[src/rtl/fifo_serial_drain.sv]
// fifo_serial_drain: pops bytes from the 16x8 FIFO read port and shifts each out as a start/8-data/stop serial frame.
// Defining FIFO_DRAIN_PARITY_EN inserts an even-parity bit between the data bits and the stop bit.
module fifo_serial_drain #(
   parameter int DIV = 16,
   parameter int CW  = 16
) (
   input  logic       ck,
   input  logic       rst,
   input  logic       Fempty,
   input  logic [7:0] Fdout,
   output logic       Ren,
   output logic       TxD,
   output logic       Busy,
   output logic       Tdone
);

`ifdef FIFO_DRAIN_PARITY_EN
   typedef enum logic [2:0] {S_IDLE, S_START, S_DATA, S_PARITY, S_STOP} state_t;
`else
   typedef enum logic [1:0] {S_IDLE, S_START, S_DATA, S_STOP} state_t;
`endif

   localparam logic [CW-1:0] RELOAD = CW'(DIV - 1);

   state_t        r_state;
   logic [CW-1:0] r_cnt;
   logic [2:0]    r_bit;
   logic [7:0]    r_shift;
   logic          r_ren;
   logic          r_txd;
   logic          r_busy;
   logic          r_tdone;
`ifdef FIFO_DRAIN_PARITY_EN
   logic          r_par;
`endif

   logic w_bit_end;
   logic w_tdone_next;

   assign w_bit_end    = (r_cnt == '0);
   // Tdone is registered, so it is raised one cycle ahead: when the stop bit has one cycle left.
   assign w_tdone_next = (r_state == S_STOP) && (r_cnt == CW'(1));

   always_ff @(posedge ck) begin
      if (rst) begin
         r_state <= S_IDLE;
         r_cnt   <= '0;
         r_bit   <= '0;
         r_shift <= '0;
         r_ren   <= 1'b1;
         r_txd   <= 1'b1;
         r_busy  <= 1'b0;
         r_tdone <= 1'b0;
`ifdef FIFO_DRAIN_PARITY_EN
         r_par   <= 1'b0;
`endif
      end else begin
         r_ren   <= 1'b1;
         r_tdone <= w_tdone_next;
         case (r_state)
            S_IDLE: begin
               if (!Fempty) begin
                  r_shift <= Fdout;
                  r_ren   <= 1'b0;
                  r_txd   <= 1'b0;
                  r_cnt   <= RELOAD;
                  r_bit   <= '0;
                  r_busy  <= 1'b1;
                  r_state <= S_START;
`ifdef FIFO_DRAIN_PARITY_EN
                  r_par   <= ^Fdout;
`endif
               end else begin
                  r_txd <= 1'b1;
               end
            end
            S_START: begin
               if (w_bit_end) begin
                  r_cnt   <= RELOAD;
                  r_bit   <= '0;
                  r_txd   <= r_shift[0];
                  r_state <= S_DATA;
               end else begin
                  r_cnt <= r_cnt - 1'b1;
               end
            end
            S_DATA: begin
               if (w_bit_end) begin
                  r_cnt   <= RELOAD;
                  r_shift <= {1'b0, r_shift[7:1]};
                  if (r_bit == 3'd7) begin
`ifdef FIFO_DRAIN_PARITY_EN
                     r_txd   <= r_par;
                     r_state <= S_PARITY;
`else
                     r_txd   <= 1'b1;
                     r_state <= S_STOP;
`endif
                  end else begin
                     r_txd <= r_shift[1];
                     r_bit <= r_bit + 1'b1;
                  end
               end else begin
                  r_cnt <= r_cnt - 1'b1;
               end
            end
`ifdef FIFO_DRAIN_PARITY_EN
            S_PARITY: begin
               if (w_bit_end) begin
                  r_cnt   <= RELOAD;
                  r_txd   <= 1'b1;
                  r_state <= S_STOP;
               end else begin
                  r_cnt <= r_cnt - 1'b1;
               end
            end
`endif
            S_STOP: begin
               if (w_bit_end) begin
                  r_cnt   <= RELOAD;
                  r_busy  <= 1'b0;
                  r_state <= S_IDLE;
               end else begin
                  r_cnt <= r_cnt - 1'b1;
               end
            end
            default: begin
               r_txd   <= 1'b1;
               r_busy  <= 1'b0;
               r_state <= S_IDLE;
            end
         endcase
      end
   end

   assign Ren   = r_ren;
   assign TxD   = r_txd;
   assign Busy  = r_busy;
   assign Tdone = r_tdone;

endmodule

[config.mk]
export PLATFORM = sky130hd
export DESIGN_NAME = fifo_serial_drain
export DESIGN_NICKNAME = d
export VERILOG_FILES = /design/src/rtl/fifo_serial_drain.sv
export SDC_FILE = /design/constraint.sdc
export NUM_CORES = 1
export LEC_CHECK = 0
export CAP_MARGIN = 0
export CELL_PAD_IN_SITES_DETAIL_PLACEMENT = 1
export CELL_PAD_IN_SITES_GLOBAL_PLACEMENT = 2
export CORE_UTILIZATION = 35
export DETAILED_ROUTE_END_ITERATION = 10
export PLACE_DENSITY_LB_ADDON = 0.3
export SYNTH_ARGS = -nofsm -noshare
export SYNTH_HDL_FRONTEND = slang
export SYNTH_SLANG_ARGS = --single-unit
[constraint.sdc]
create_clock -name ck -period 2.6 [get_ports ck]
set_clock_uncertainty 0.2 [all_clocks]
set_input_delay 0.39 -clock ck [delete_from_list [all_inputs] [get_ports ck]]
set_output_delay 0.39 -clock ck [all_outputs]
set_load 0.01 [all_outputs]
==> summary.txt, run 1 <==
Timing
  • Max transition margin: 0.409
  • Final critical-path required period: around 2300 ps
  • Measured slew at the worst slew-check pin: about 880 ps
  • Highest attainable clock frequency: approximately 0.44 GHz
  • Final setup violating endpoints: 0
  • Unrepaired setup endpoints after global routing: no
  • Worst path setup slack after routing: about 320 ps
  • Tcrit/Tclk final: 0.876
  • Accumulated negative setup slack: 0 ps
  • Max Transition Viols Final: 0
  • Final hold vios: 0

Drt
  • Via count normalized by instance count: 5.54
  • DRC violation count after routing: 0
  • Pre-antenna DRT Iters: 4
  • Count of nets left with antenna violations after detail routing: 0
  • Initial detailed-routing violation count: about 110
  • WL per Instance: ~16 um
  • Total wirelength of the detailed-routed design: 4.99 mm
  • Routed vias: around 1.7k

Die
  • Overall die width: approximately 76 um
  • Count of pins on the block boundary: 15
  • Initial core utilization: 0.366
  • Area of the die: approximately 5700 um^2
  • Num rows: 26
  • Core Footprint: 5170 um^2
  • Chip Height: about 76 um

Synth
  • Post-synthesis instance area: between 1500 and 2000 um^2
  • Library cell with the highest instance count after synthesis: sky130_fd_sc_hd__dfxtp_1
  • Average instance area after synthesis: 8.78 um^2
  • Post-synth cell types: between 50 and 60
  • Area share of the leading cell type in the synthesized netlist: 0.349
  • Count of warnings emitted by yosys: 0
  • Post-Synthesis Net Count: 237
  • Main flop type after synthesis: sky130_fd_sc_hd__dfxtp_1
  • Largest area contributor in the synthesized netlist: sky130_fd_sc_hd__dfxtp_1
  • Most frequent cells after synthesis: sky130_fd_sc_hd__dfxtp_1 (33), sky130_fd_sc_hd__a21oi_1 (21), sky130_fd_sc_hd__nand2_1 (20)
  • Ranking of synthesized cells by area: sky130_fd_sc_hd__dfxtp_1 (35%), sky130_fd_sc_hd__ha_1 (6.6%), sky130_fd_sc_hd__a21oi_1 (5.5%)
  • Number of synthesized flops with an enable pin: 0
  • Number of flip-flops and latches in the synthesized netlist: 33
  • Post-synth ARST share: 0
  • Cell count after synthesis: about 220
  • Sequential fraction of the synthesis area: 0.349

Global routing
  • Highest-utilization routing layer at the global route stage: met2
  • Antenna violations before repair: 0
  • Met2 global-route usage: 0.306
  • Met3 track utilization from global routing: 0.0397
  • Global routing usage summed across all routing layers: 0.196
  • Met1 GRT Util: 0.274
  • Wire length of the first global-routing pass: 8.33 mm
  • Leftover overflow at the end of global routing: 0
  • Vias in the first global route: approximately 1.7k
  • Maximum number of pins on one net before global-route repair: 15

Worst setup path
  • Delay of the slowest critical-path stage: around 420 ps
  • Kind of capture point of the worst setup path: flip-flop
  • Largest driver fanout on the critical path: 8
  • Crit-path leading delay family: simple AND/OR/NAND/NOR gates
  • Worst EP arrival: between 2000 and 2500 ps
  • Data required time at the worst endpoint: between 2000 and 3000 ps
  • Register-to-register setup slack: between 300 and 400 ps
  • Kind of critical path: flip-flop to flip-flop
  • Critical-path top delay cell: sky130_fd_sc_hd__and4_1
  • Crit path from: r_cnt[0]$_SDFFE_PP0P_
  • Worst R2R Start: r_cnt[0]$_SDFFE_PP0P_
  • Buffering stage count on the worst path with inverters included: 2
  • Kind of start point of the critical path: flip-flop
  • Cells along the critical path: inv_1 -> ha_1 -> nor4b_4 -> buf_4 -> and4_1 -> o221a_2 -> mux2i_1

Pwr
  • Worst-case vdd ir drop: 0.464 mV
  • Power density over the cells: between 1000 and 1500 nW/um^2
  • Lkg Pwr: 0.863 nW

Clock tree
  • Post_cts resized: 0
  • Number of H-tree levels: 2
  • Post-CTS Hold Buffers: 0
  • TritonCTS clock tree: done
  • Clock insertion delay at the later pin of the skew report: between 200 and 300 ps
  • Number of buffers between clock root and the deepest sink: 2
  • Number of clock sinks seen by CTS: 33
  • Post-CTS Setup Bufs: 0
  • Num CTS Buffers: 5
  • Clock tree root buffer cell: sky130_fd_sc_hd__clkbuf_8
  • Clock-pin slew of the registers on the worst-case setup and hold paths: 70 ps

Finish
  • Relative area change from synthesis to final layout: 19.6%
  • Layout cell share with drive strength beyond 1: 0.141
  • Final-stage net count: between 200 and 300
  • Antenna Diode Count: 0
  • Fin util: 0.438

Outcome
  • Status: finished, final reports clean

Placed design
  • Number of buffer cells added on primary ports: 14
  • Final weighted congestion in routability-driven placement: between 0.7 and 0.8
  • Post-Place Worst Slack: 158 ps
  • Post-detailed-placement half-perimeter wirelength: approximately 3.6 mm

Hold path
  • Min-delay src: r_cnt[11]$_SDFFE_PP0P_
  • Type of the worst min-delay path: flip-flop to flip-flop

Flow run
  • Number of max-capacitance violations reported: 0
## stage by stage
stage / hold slack (ps) / instances / power (W) / instance area, um^2
3_5_place_dp: 273 / 303 / 0.00207 / 2170
2_1_floorplan: 248 / 216 / 0.00166 / 1900
4_1_cts: 283 / 311 / 0.00253 / 2270
6_report: 277 / 311 / 0.00250 / 2270
3_3_place_gp: 264 / 303 / 0.00206 / 2170
5_1_grt: 318 / 311 / 0.00270 / 2270
## metal layers
layer	vias to the layer above	share of wire
met5	-	0
li1	857	-
met1	839	0.50
met2	21	0.46
met4	0	0.010
met3	6	0.031
## logic make-up after synthesis
| logic type | Yosys count | synth area share |
|---|---|---|
| AOI/OAI and AO/OA | 66 | 0.251 |
| buffers and inverters | 21 | 0.0548 |
| and+or+nand+nor | 79 | 0.246 |
| adders and majority gates | 10 | 0.0660 |
| muxes | 2 | 0.0106 |
| DFF | 33 | 0.349 |
| xor gates and xnor gates | 5 | 0.0231 |
## state kept, by name (all words and copies together), names as in the netlist
name and flops:
Busy 1, Ren 1, Tdone 1, TxD 1
r_bit 3, r_cnt 16, r_shift 8, r_state 2
## cell usage in the layout (no fill, tap or decap), types with 2 or more instances in the layout
master and instances:
sky130_fd_sc_hd__dfxtp_1 33, sky130_fd_sc_hd__nand4_1 5, sky130_fd_sc_hd__nand4b_1 3, sky130_fd_sc_hd__clkbuf_8 7
sky130_fd_sc_hd__a221oi_1 7, sky130_fd_sc_hd__mux2i_1 2, sky130_fd_sc_hd__a41oi_1 8, sky130_fd_sc_hd__inv_1 8
sky130_fd_sc_hd__and2_1 3, sky130_fd_sc_hd__o31ai_1 2, sky130_fd_sc_hd__nor3_1 5, sky130_fd_sc_hd__nand2_1 20
sky130_fd_sc_hd__o21a_1 2, sky130_fd_sc_hd__o211ai_1 3, sky130_fd_sc_hd__xor2_1 5, sky130_fd_sc_hd__nand3_1 9
sky130_fd_sc_hd__o21ai_0 9, sky130_fd_sc_hd__ha_1 10, sky130_fd_sc_hd__nor2_1 16, sky130_fd_sc_hd__a21oi_1 21
sky130_fd_sc_hd__or3_1 3, sky130_fd_sc_hd__clkdlybuf4s50_1 14, sky130_fd_sc_hd__buf_4 15, sky130_fd_sc_hd__o21ai_1 2
## final cells by class
class | instances | area [um^2]
timing repair buffer | 29 | 253
clock inverter | 1 | 5.00
inverter | 9 | 33.8
multi-input combinational | 162 | 1130
clock buffer | 7 | 96.3
sequential | 33 | 661
tap | 70 | 87.6
fill | 607 | 2910
## report_power, final
part / switching [W] / leakage [nW] / internal (W)
clock network: 0.000196 / 0.0542 / 0.000239
logic: 0.000779 / 0.539 / 0.000536
registers: 0.000135 / 0.270 / 0.000621
## worst reg2reg max path: stages (launching register included)
cell and delay (ps):
sky130_fd_sc_hd__dfxtp_1 350, sky130_fd_sc_hd__inv_1 140, sky130_fd_sc_hd__ha_1 180, sky130_fd_sc_hd__nor4b_4 240, sky130_fd_sc_hd__buf_4 210, sky130_fd_sc_hd__and4_1 420
sky130_fd_sc_hd__o221a_2 300, sky130_fd_sc_hd__mux2i_1 180
## worst paths after layout
path / to / cells past startpoint
worst max-delay path: r_state[1]$_SDFFE_PP0P_ / 7
worst min-delay path: r_cnt[11]$_SDFFE_PP0P_ / 2
worst max register to register: r_state[1]$_SDFFE_PP0P_ / 7
worst min register to register: r_cnt[11]$_SDFFE_PP0P_ / 2
Note: power is estimated with default switching activity, not from simulation.
==> inputs of run 2 (changes only) <==
ABC_AREA = 1   (was not set)
CORE_UTILIZATION = 33   (was 35)
SLEW_MARGIN = 20   (was not set)
==> run 2 against run 1 <==
- largest cell class unchanged
- utilization fell by 3.8 points
- worst setup slack gained 280 ps
- flip-flop and latch count unchanged
- global-route usage shrank 3.3 points
- sequential power up 5.3%
- via count is 4.1% lower
- cell count grew 13%
- critical path depth is 2 higher
- worst hold slack worse by 9.5 ps
==> summary.txt, run 2 <==
Hold path
  • Instance count along the most critical hold path: 2 (unchanged)
  • Type of the worst min-delay path: flip-flop to flip-flop
  • Min-delay src: r_shift[5]$_SDFFE_PP0P_
  • Hold path endpoint: r_shift[5]$_SDFFE_PP0P_

Clock tree
  • Number of buffers between clock root and the deepest sink: 2 (unchanged)
  • Clock insertion delay at the later pin of the skew report: 290 ps (about the same)
  • Clock-pin slew of the registers on the worst-case setup and hold paths: 70 ps (about the same)
  • Number of clock sinks seen by CTS: 33 (unchanged)
  • Clock tree root buffer cell: sky130_fd_sc_hd__clkbuf_8
  • Num CTS Buffers: 5 (unchanged)
  • Number of H-tree levels: 2 (unchanged)
  • Post-CTS Setup Bufs: 0 (unchanged)
  • Post_cts resized: 0 (unchanged)
  • Post-CTS Hold Buffers: 0 (unchanged)
  • TritonCTS clock tree: done

Timing
  • Final critical-path required period: 2000 ps (-278 ps)
  • Final setup violating endpoints: 0 (unchanged)
  • Highest attainable clock frequency: 0.500 GHz (+14%)
  • Max Transition Viols Final: 0 (unchanged)
  • Accumulated negative setup slack: 0 ps (unchanged)
  • Measured slew at the worst slew-check pin: 423 ps (-456 ps)
  • Unrepaired setup endpoints after global routing: no
  • Tcrit/Tclk final: 0.769 (-0.107)
  • Final hold vios: 0 (unchanged)
  • Max transition margin: 0.717 (+0.308)

Finish
  • Most frequent standard cell in the layout excluding fill and tap cells: sky130_fd_sc_hd__nand2_1
  • Layout cell share with drive strength beyond 1: 0.133 (-0.00799)
  • Register with the most flip-flops: r_cnt
  • Antenna Diode Count: 0 (unchanged)
  • Final-stage net count: 298 (+14%)
  • Number of fill cells: 705 (+16%)
  • Top flop regs: r_cnt x16, r_shift x8, r_bit x3
  • Relative area change from synthesis to final layout: 16.5%
  • Non-Filler Instances: 350 (+13%)
  • Max FFs per register: 16 (unchanged)
  • Commonest cells after routing, fill and taps aside: sky130_fd_sc_hd__nand2_1 (54), sky130_fd_sc_hd__nor2_1 (45), sky130_fd_sc_hd__dfxtp_1 (33), sky130_fd_sc_hd__inv_1 (26), sky130_fd_sc_hd__clkdlybuf4s50_1 (14)

Worst setup path
  • Reg2Reg Capture Point: r_state[0]$_SDFFE_PP0P_
  • Number of cells traversed by the worst register-to-register path: 9 (+2)
  • Worst EP arrival: 2030 ps (-270 ps)
  • Worst R2R Start: r_state[0]$_SDFFE_PP0P_
  • Kind of critical path: flip-flop to flip-flop
  • Register-to-register setup slack: 600 ps (+280 ps)
  • Kind of start point of the critical path: flip-flop
  • Kind of capture point of the worst setup path: flip-flop
  • Data required time at the worst endpoint: 2630 ps (about the same)
  • Largest driver fanout on the critical path: 12 (+4)

Synth
  • Number of flip-flops and latches in the synthesized netlist: 33 (unchanged)
  • Count of warnings emitted by yosys: 0 (unchanged)
  • Sequential fraction of the synthesis area: 0.349 (+0.000923)
  • Number of synthesized flops with an enable pin: 0 (unchanged)
  • Largest area contributor in the synthesized netlist: sky130_fd_sc_hd__dfxtp_1
  • Cell count after synthesis: 260 (+20%)
  • Area share of the leading cell type in the synthesized netlist: 0.349 (+0.000923)
  • Ranking of synthesized cells by area: sky130_fd_sc_hd__dfxtp_1 (35%), sky130_fd_sc_hd__nand2_1 (11%), sky130_fd_sc_hd__nor2_1 (8.9%)
  • Post-synth ARST share: 0 (unchanged)
  • Post-synthesis instance area: 1890 um^2 (-0.26%)
  • Post-Synthesis Net Count: 281 (+19%)
  • Post-synth cell types: 36 (-33%)
  • Main flop type after synthesis: sky130_fd_sc_hd__dfxtp_1
  • Most frequent cells after synthesis: sky130_fd_sc_hd__nand2_1 (54), sky130_fd_sc_hd__nor2_1 (45), sky130_fd_sc_hd__dfxtp_1 (33)
  • Average instance area after synthesis: 7.27 um^2 (-17%)
  • Library cell with the highest instance count after synthesis: sky130_fd_sc_hd__nand2_1

Global routing
  • Global routing usage summed across all routing layers: 0.163 (-0.0325)
  • Leftover overflow at the end of global routing: 0 (unchanged)
  • Antenna violations before repair: 0 (unchanged)
  • Vias in the first global route: 1704 (+0.71%)
  • Wire length of the first global-routing pass: 7.63 mm (-8.4%)
  • Maximum number of pins on one net before global-route repair: 14 (-1)

Placed design
  • Number of buffer cells added on primary ports: 14 (unchanged)
  • Post-detailed-placement half-perimeter wirelength: 3.38 mm (-6.5%)
  • Placed cells: 342 (+13%)
  • Final weighted congestion in routability-driven placement: 0.745 (-4.6%)

Die
  • Area of the die: 6040 um^2 (+5.6%)
  • Chip Height: 77.7 um (+2.8%)
  • Num rows: 27 (+3.8%)
  • Core Footprint: 5510 um^2 (+6.5%)
  • Initial core utilization: 0.343 (-0.0231)
  • Overall die width: 77.7 um (+2.8%)
  • Count of pins on the block boundary: 15 (unchanged)

Drt
  • DRC violation count after routing: 0 (unchanged)
  • WL per Instance: 12.8 um (-20%)
  • Pre-antenna DRT Iters: 4 (unchanged)
  • Via count normalized by instance count: 4.72 (-15%)
  • Initial detailed-routing violation count: 44 (-58%)
  • Routed vias: 1652 (-4.1%)
  • Count of nets left with antenna violations after detail routing: 0 (unchanged)
  • Total wirelength of the detailed-routed design: 4.47 mm (-10%)

Flow run
  • Number of max-capacitance violations reported: 0 (unchanged)

Pwr
  • Power density over the cells: 1200 nW/um^2 (+8.8%)
  • Worst-case vdd ir drop: 0.390 mV (-16%)
  • Lkg Pwr: 1.01 nW (+17%)

Outcome
  • Status: finished, final reports clean
[run 2: layer usage]
layer	vias to the layer above	wire (um)	track usage
li1	855	-	-
met1	763	2010	0.178
met2	23	2250	0.297
met3	11	116	0.0424
met4	0	93	0.0660
met5	-	0	0
[run 2: logic make-up after synthesis]
group | share of synthesized area
AO/OA/AOI/OAI | 0.0715
XOR/XNOR | 0.0463
adder cells (fa/ha/maj) | 0.0662
buffers and inverters | 0.0840
flip-flops | 0.349
AND/OR/NAND/NOR | 0.383
[run 2: final cells by class]
cell class                 instances  area [um^2]  area share
clock buffer                       7         86.3      0.0392
clock inverter                     1         30.0      0.0136
inverter                          27          101      0.0460
multi-input combinational        193         1070       0.486
sequential                        33          661       0.300
tap                               72         90.1      0.0409
timing repair buffer              17          163      0.0739
[run 2: through the flow]
stage | worst slack [ps] | hold WS (ps) | power, W | util | cell area (um^2)
after floorplan | 892 | 236 | 0.00189 | - | 1890
after CTS | 584 | 273 | 0.00269 | 0.400 | 2200
after global routing | 370 | 301 | 0.00291 | 0.400 | 2200
after detailed placement | 479 | 261 | 0.00216 | 0.379 | 2090
after global placement | 522 | 253 | 0.00214 | 0.379 | 2090
final | 600 | 267 | 0.00265 | 0.400 | 2200
[run 2: worst max path at each step]
stage	from	to	slack (ps)	cells after the start
2_1_floorplan	r_state[0]$_SDFFE_PP0P_	r_cnt[12]$_SDFFE_PP0P_	890	8
3_3_place_gp	Fempty	r_shift[1]$_SDFFE_PP0P_	520	7
3_5_place_dp	Fempty	r_state[0]$_SDFFE_PP0P_	480	8
4_1_cts	r_state[0]$_SDFFE_PP0P_	r_state[0]$_SDFFE_PP0P_	580	9
5_1_grt	r_state[0]$_SDFFE_PP0P_	r_state[1]$_SDFFE_PP0P_	370	9
6_report	r_state[0]$_SDFFE_PP0P_	r_state[0]$_SDFFE_PP0P_	600	9
[run 2: critical path, stage by stage (launching register included)]
cell                      delay (ps)
sky130_fd_sc_hd__dfxtp_1         380
sky130_fd_sc_hd__inv_1            90
sky130_fd_sc_hd__ha_1            260
sky130_fd_sc_hd__nand2_2         240
sky130_fd_sc_hd__inv_2           180
sky130_fd_sc_hd__nor2_1          260
sky130_fd_sc_hd__nand2_2          80
sky130_fd_sc_hd__nor2_2          120
sky130_fd_sc_hd__nor2_1           50
sky130_fd_sc_hd__nor2_1           90
[run 2: power by group]
part           total [W]  internal [W]  switching (W)
Clock           0.000513      0.000313       0.000200
Sequential      0.000796      0.000668       0.000128
Combinational    0.00134      0.000501       0.000838
Total            0.00265       0.00148        0.00117
==> inputs of run 3 (changes only) <==
CORE_UTILIZATION = 30   (was 33)
clock period = 1.8 ns   (was 2.6 ns; I/O delays follow)
==> run 3 against run 2 <==
- global-route usage fell by 0.53 points
- register-to-register slack got worse by 480 ps
- utilization fell by 0.77 points
- worst hold slack got worse by 1.9 ps
- highest routed layer unchanged
==> summary.txt, run 3 (synthesis results as in run 2) <==
Outcome
  • Status: finished, final reports clean

Clock tree
  • Number of H-tree levels: 2 (unchanged)
  • Number of buffers between clock root and the deepest sink: 2 (unchanged)
  • Clock-pin slew of the registers on the worst-case setup and hold paths: 70 ps (about the same)
  • Clock insertion delay at the later pin of the skew report: 280 ps (about the same)
  • Number of clock sinks seen by CTS: 33 (unchanged)
  • Num CTS Buffers: 5 (unchanged)
  • Clock tree root buffer cell: sky130_fd_sc_hd__clkbuf_8
  • Post-CTS Hold Buffers: 0 (unchanged)
  • TritonCTS clock tree: done

Global routing
  • Maximum number of pins on one net before global-route repair: 13 (-1)
  • Global routing usage summed across all routing layers: 0.158 (-0.00530)
  • Wire length of the first global-routing pass: 7.91 mm (+3.7%)
  • Vias in the first global route: 1763 (+3.5%)
  • Highest-utilization routing layer at the global route stage: met2
  • Leftover overflow at the end of global routing: 0 (unchanged)
  • Met3 track utilization from global routing: 0.0393 (-0.00303)
  • Antenna violations before repair: 0 (unchanged)
  • Met2 global-route usage: 0.293 (-0.00485)
  • Met1 GRT Util: 0.176 (-0.00155)

Finish
  • Non-Filler Instances: 368 (+5.1%)
  • Layout cell share with drive strength beyond 1: 0.201 (+0.0683)
  • Max FFs per register: 16 (unchanged)
  • Antenna Diode Count: 0 (unchanged)
  • Register with the most flip-flops: r_cnt
  • Flip-flop and latch area: 662 um^2 (+0.19%)
  • Most frequent standard cell in the layout excluding fill and tap cells: sky130_fd_sc_hd__nand2_1
  • Top flop regs: r_cnt x16, r_shift x8, r_bit x3
  • Number of fill cells: 764 (+8.4%)
  • Relative area change from synthesis to final layout: 24.3%
  • Final-stage net count: 314 (+5.4%)
  • Area used by multi-input combinational logic: 1120 um^2 (+4.7%)
  • Total non-filler cell area in the finished layout: 2350 um^2 (+6.7%)
  • Commonest cells after routing, fill and taps aside: sky130_fd_sc_hd__nand2_1 (54), sky130_fd_sc_hd__nor2_1 (42), sky130_fd_sc_hd__dfxtp_1 (32), sky130_fd_sc_hd__inv_1 (26), sky130_fd_sc_hd__buf_4 (19)

Drt
  • Via count normalized by instance count: 4.71 (-0.29%)
  • Initial detailed-routing violation count: 27 (-39%)
  • Routed vias: 1732 (+4.8%)
  • Pre-antenna DRT Iters: 4 (unchanged)
  • WL per Instance: 12.8 um (+0.45%)
  • Total wirelength of the detailed-routed design: 4.72 mm (+5.6%)
  • DRC violation count after routing: 0 (unchanged)
  • Count of nets left with antenna violations after detail routing: 0 (unchanged)

Timing
  • Final critical-path required period: 1690 ps (-315 ps)
  • Final hold vios: 0 (unchanged)
  • Max transition margin: 0.767 (+0.0504)
  • Highest attainable clock frequency: 0.593 GHz (+19%)
  • Max Transition Viols Final: 0 (unchanged)
  • Hold_ws: 265 ps (-1.86 ps)
  • Final setup violating endpoints: 0 (unchanged)
  • Tcrit/Tclk final: 0.936 (+0.167)
  • Measured slew at the worst slew-check pin: 348 ps (-75.3 ps)
  • Worst path setup slack after routing: 115 ps (-485 ps)

Pwr
  • Total power: 0.00397 W (+50%)
  • Worst-case vdd ir drop: 0.570 mV (+46%)
  • Lkg Pwr: 1.08 nW (+6.9%)
  • Power density over the cells: 1690 nW/um^2 (+41%)

Die
  • Core Footprint: 5990 um^2 (+8.8%)
  • Chip Height: 81.4 um (+4.8%)
  • Initial core utilization: 0.316 (-0.0278)
  • Num rows: 28 (+3.7%)
  • Count of pins on the block boundary: 15 (unchanged)
  • Overall die width: 81.4 um (+4.8%)
  • Area of the die: 6620 um^2 (+9.7%)

Worst setup path
  • Largest driver fanout on the critical path: 7 (-5)
  • Data required time at the worst endpoint: 1780 ps (-850 ps)
  • Kind of capture point of the worst setup path: flip-flop
  • Worst EP arrival: 1660 ps (-370 ps)
  • Kind of start point of the critical path: flip-flop
  • Kind of critical path: flip-flop to flip-flop

Placed design
  • Number of buffer cells added on primary ports: 14 (unchanged)
  • Final weighted congestion in routability-driven placement: 0.763 (+2.4%)
  • Post-Place Worst Slack: -57.7 ps (-537 ps)
  • Cell area reported after detailed placement: 2190 um^2 (+4.9%)
  • Post-detailed-placement half-perimeter wirelength: 3.58 mm (+5.9%)
  • Placed cells: 358 (+4.7%)

Hold path
  • Type of the worst min-delay path: flip-flop to flip-flop

Flow run
  • Number of max-capacitance violations reported: 0 (unchanged)
run 3: cell count changes in the layout (fill, tap and decap cells not counted), sizes merged:
| cell | before | now |
|---|---|---|
| bufinv | 1 | 0 |
| buf | 3 | 19 |
run 3: metal layers:
metal / up-vias / wire [um]
li1: 891 / -
met1: 818 / 2180
met2: 17 / 2360
met3: 6 / 116
met4: 0 / 70
met5: - / 0
run 3: report_power, final:
| part | total, W | internal, W | switching (W) |
|---|---|---|---|
| combinational | 0.00227 | 0.000917 | 0.00135 |
| clock | 0.000565 | 0.000303 | 0.000261 |
| sequential | 0.00114 | 0.000967 | 0.000174 |
run 3: what timing repair did:
item | in CTS | in global routing
setup buffers | 0 | 3
pin swaps | 0 | 2
resized for setup | 1 | 12
endpoints found under the setup margin | 2 | 26
run 3: layout make-up:
type                    instances  share of cell area
multi-input cells             193               0.477
flip-flops and latches         33               0.282
repair buffers                 33               0.120
inverters                      27              0.0442
well taps                      75              0.0399
clock buffers                   7              0.0367
run 3: metrics by stage:
step,TNS [ps],util
4_1_cts,0,0.380
2_1_floorplan,0,-
6_report,0,0.392
3_5_place_dp,-530,0.365
3_3_place_gp,-129,0.365
5_1_grt,-35.6,0.392
run 3: worst max-delay path, cell delays in order, from the launching register on:
cell	delay, ps
sky130_fd_sc_hd__dfxtp_1	370
sky130_fd_sc_hd__inv_1	90
sky130_fd_sc_hd__ha_1	190
sky130_fd_sc_hd__nand2_2	80
sky130_fd_sc_hd__nor2_4	40
sky130_fd_sc_hd__nand2_4	130
sky130_fd_sc_hd__nand2_2	110
sky130_fd_sc_hd__nor2_2	140
sky130_fd_sc_hd__nand2_1	80
sky130_fd_sc_hd__o211ai_1	80
sky130_fd_sc_hd__inv_1	50
run 3: final timing paths:
| check | from | endpoint | slack [ps] | depth (start not counted) |
|---|---|---|---|---|
| setup reg to reg | r_cnt[1]$_SDFFE_PP0P_ | r_cnt[0]$_SDFFE_PP0P_ | 110 | 10 |
| setup / recovery | r_cnt[1]$_SDFFE_PP0P_ | r_cnt[0]$_SDFFE_PP0P_ | 110 | 10 |
| hold reg to reg | r_shift[6]$_SDFFE_PP0P_ | r_shift[6]$_SDFFE_PP0P_ | 270 | 2 |
| hold / removal | r_shift[6]$_SDFFE_PP0P_ | r_shift[6]$_SDFFE_PP0P_ | 270 | 2 |
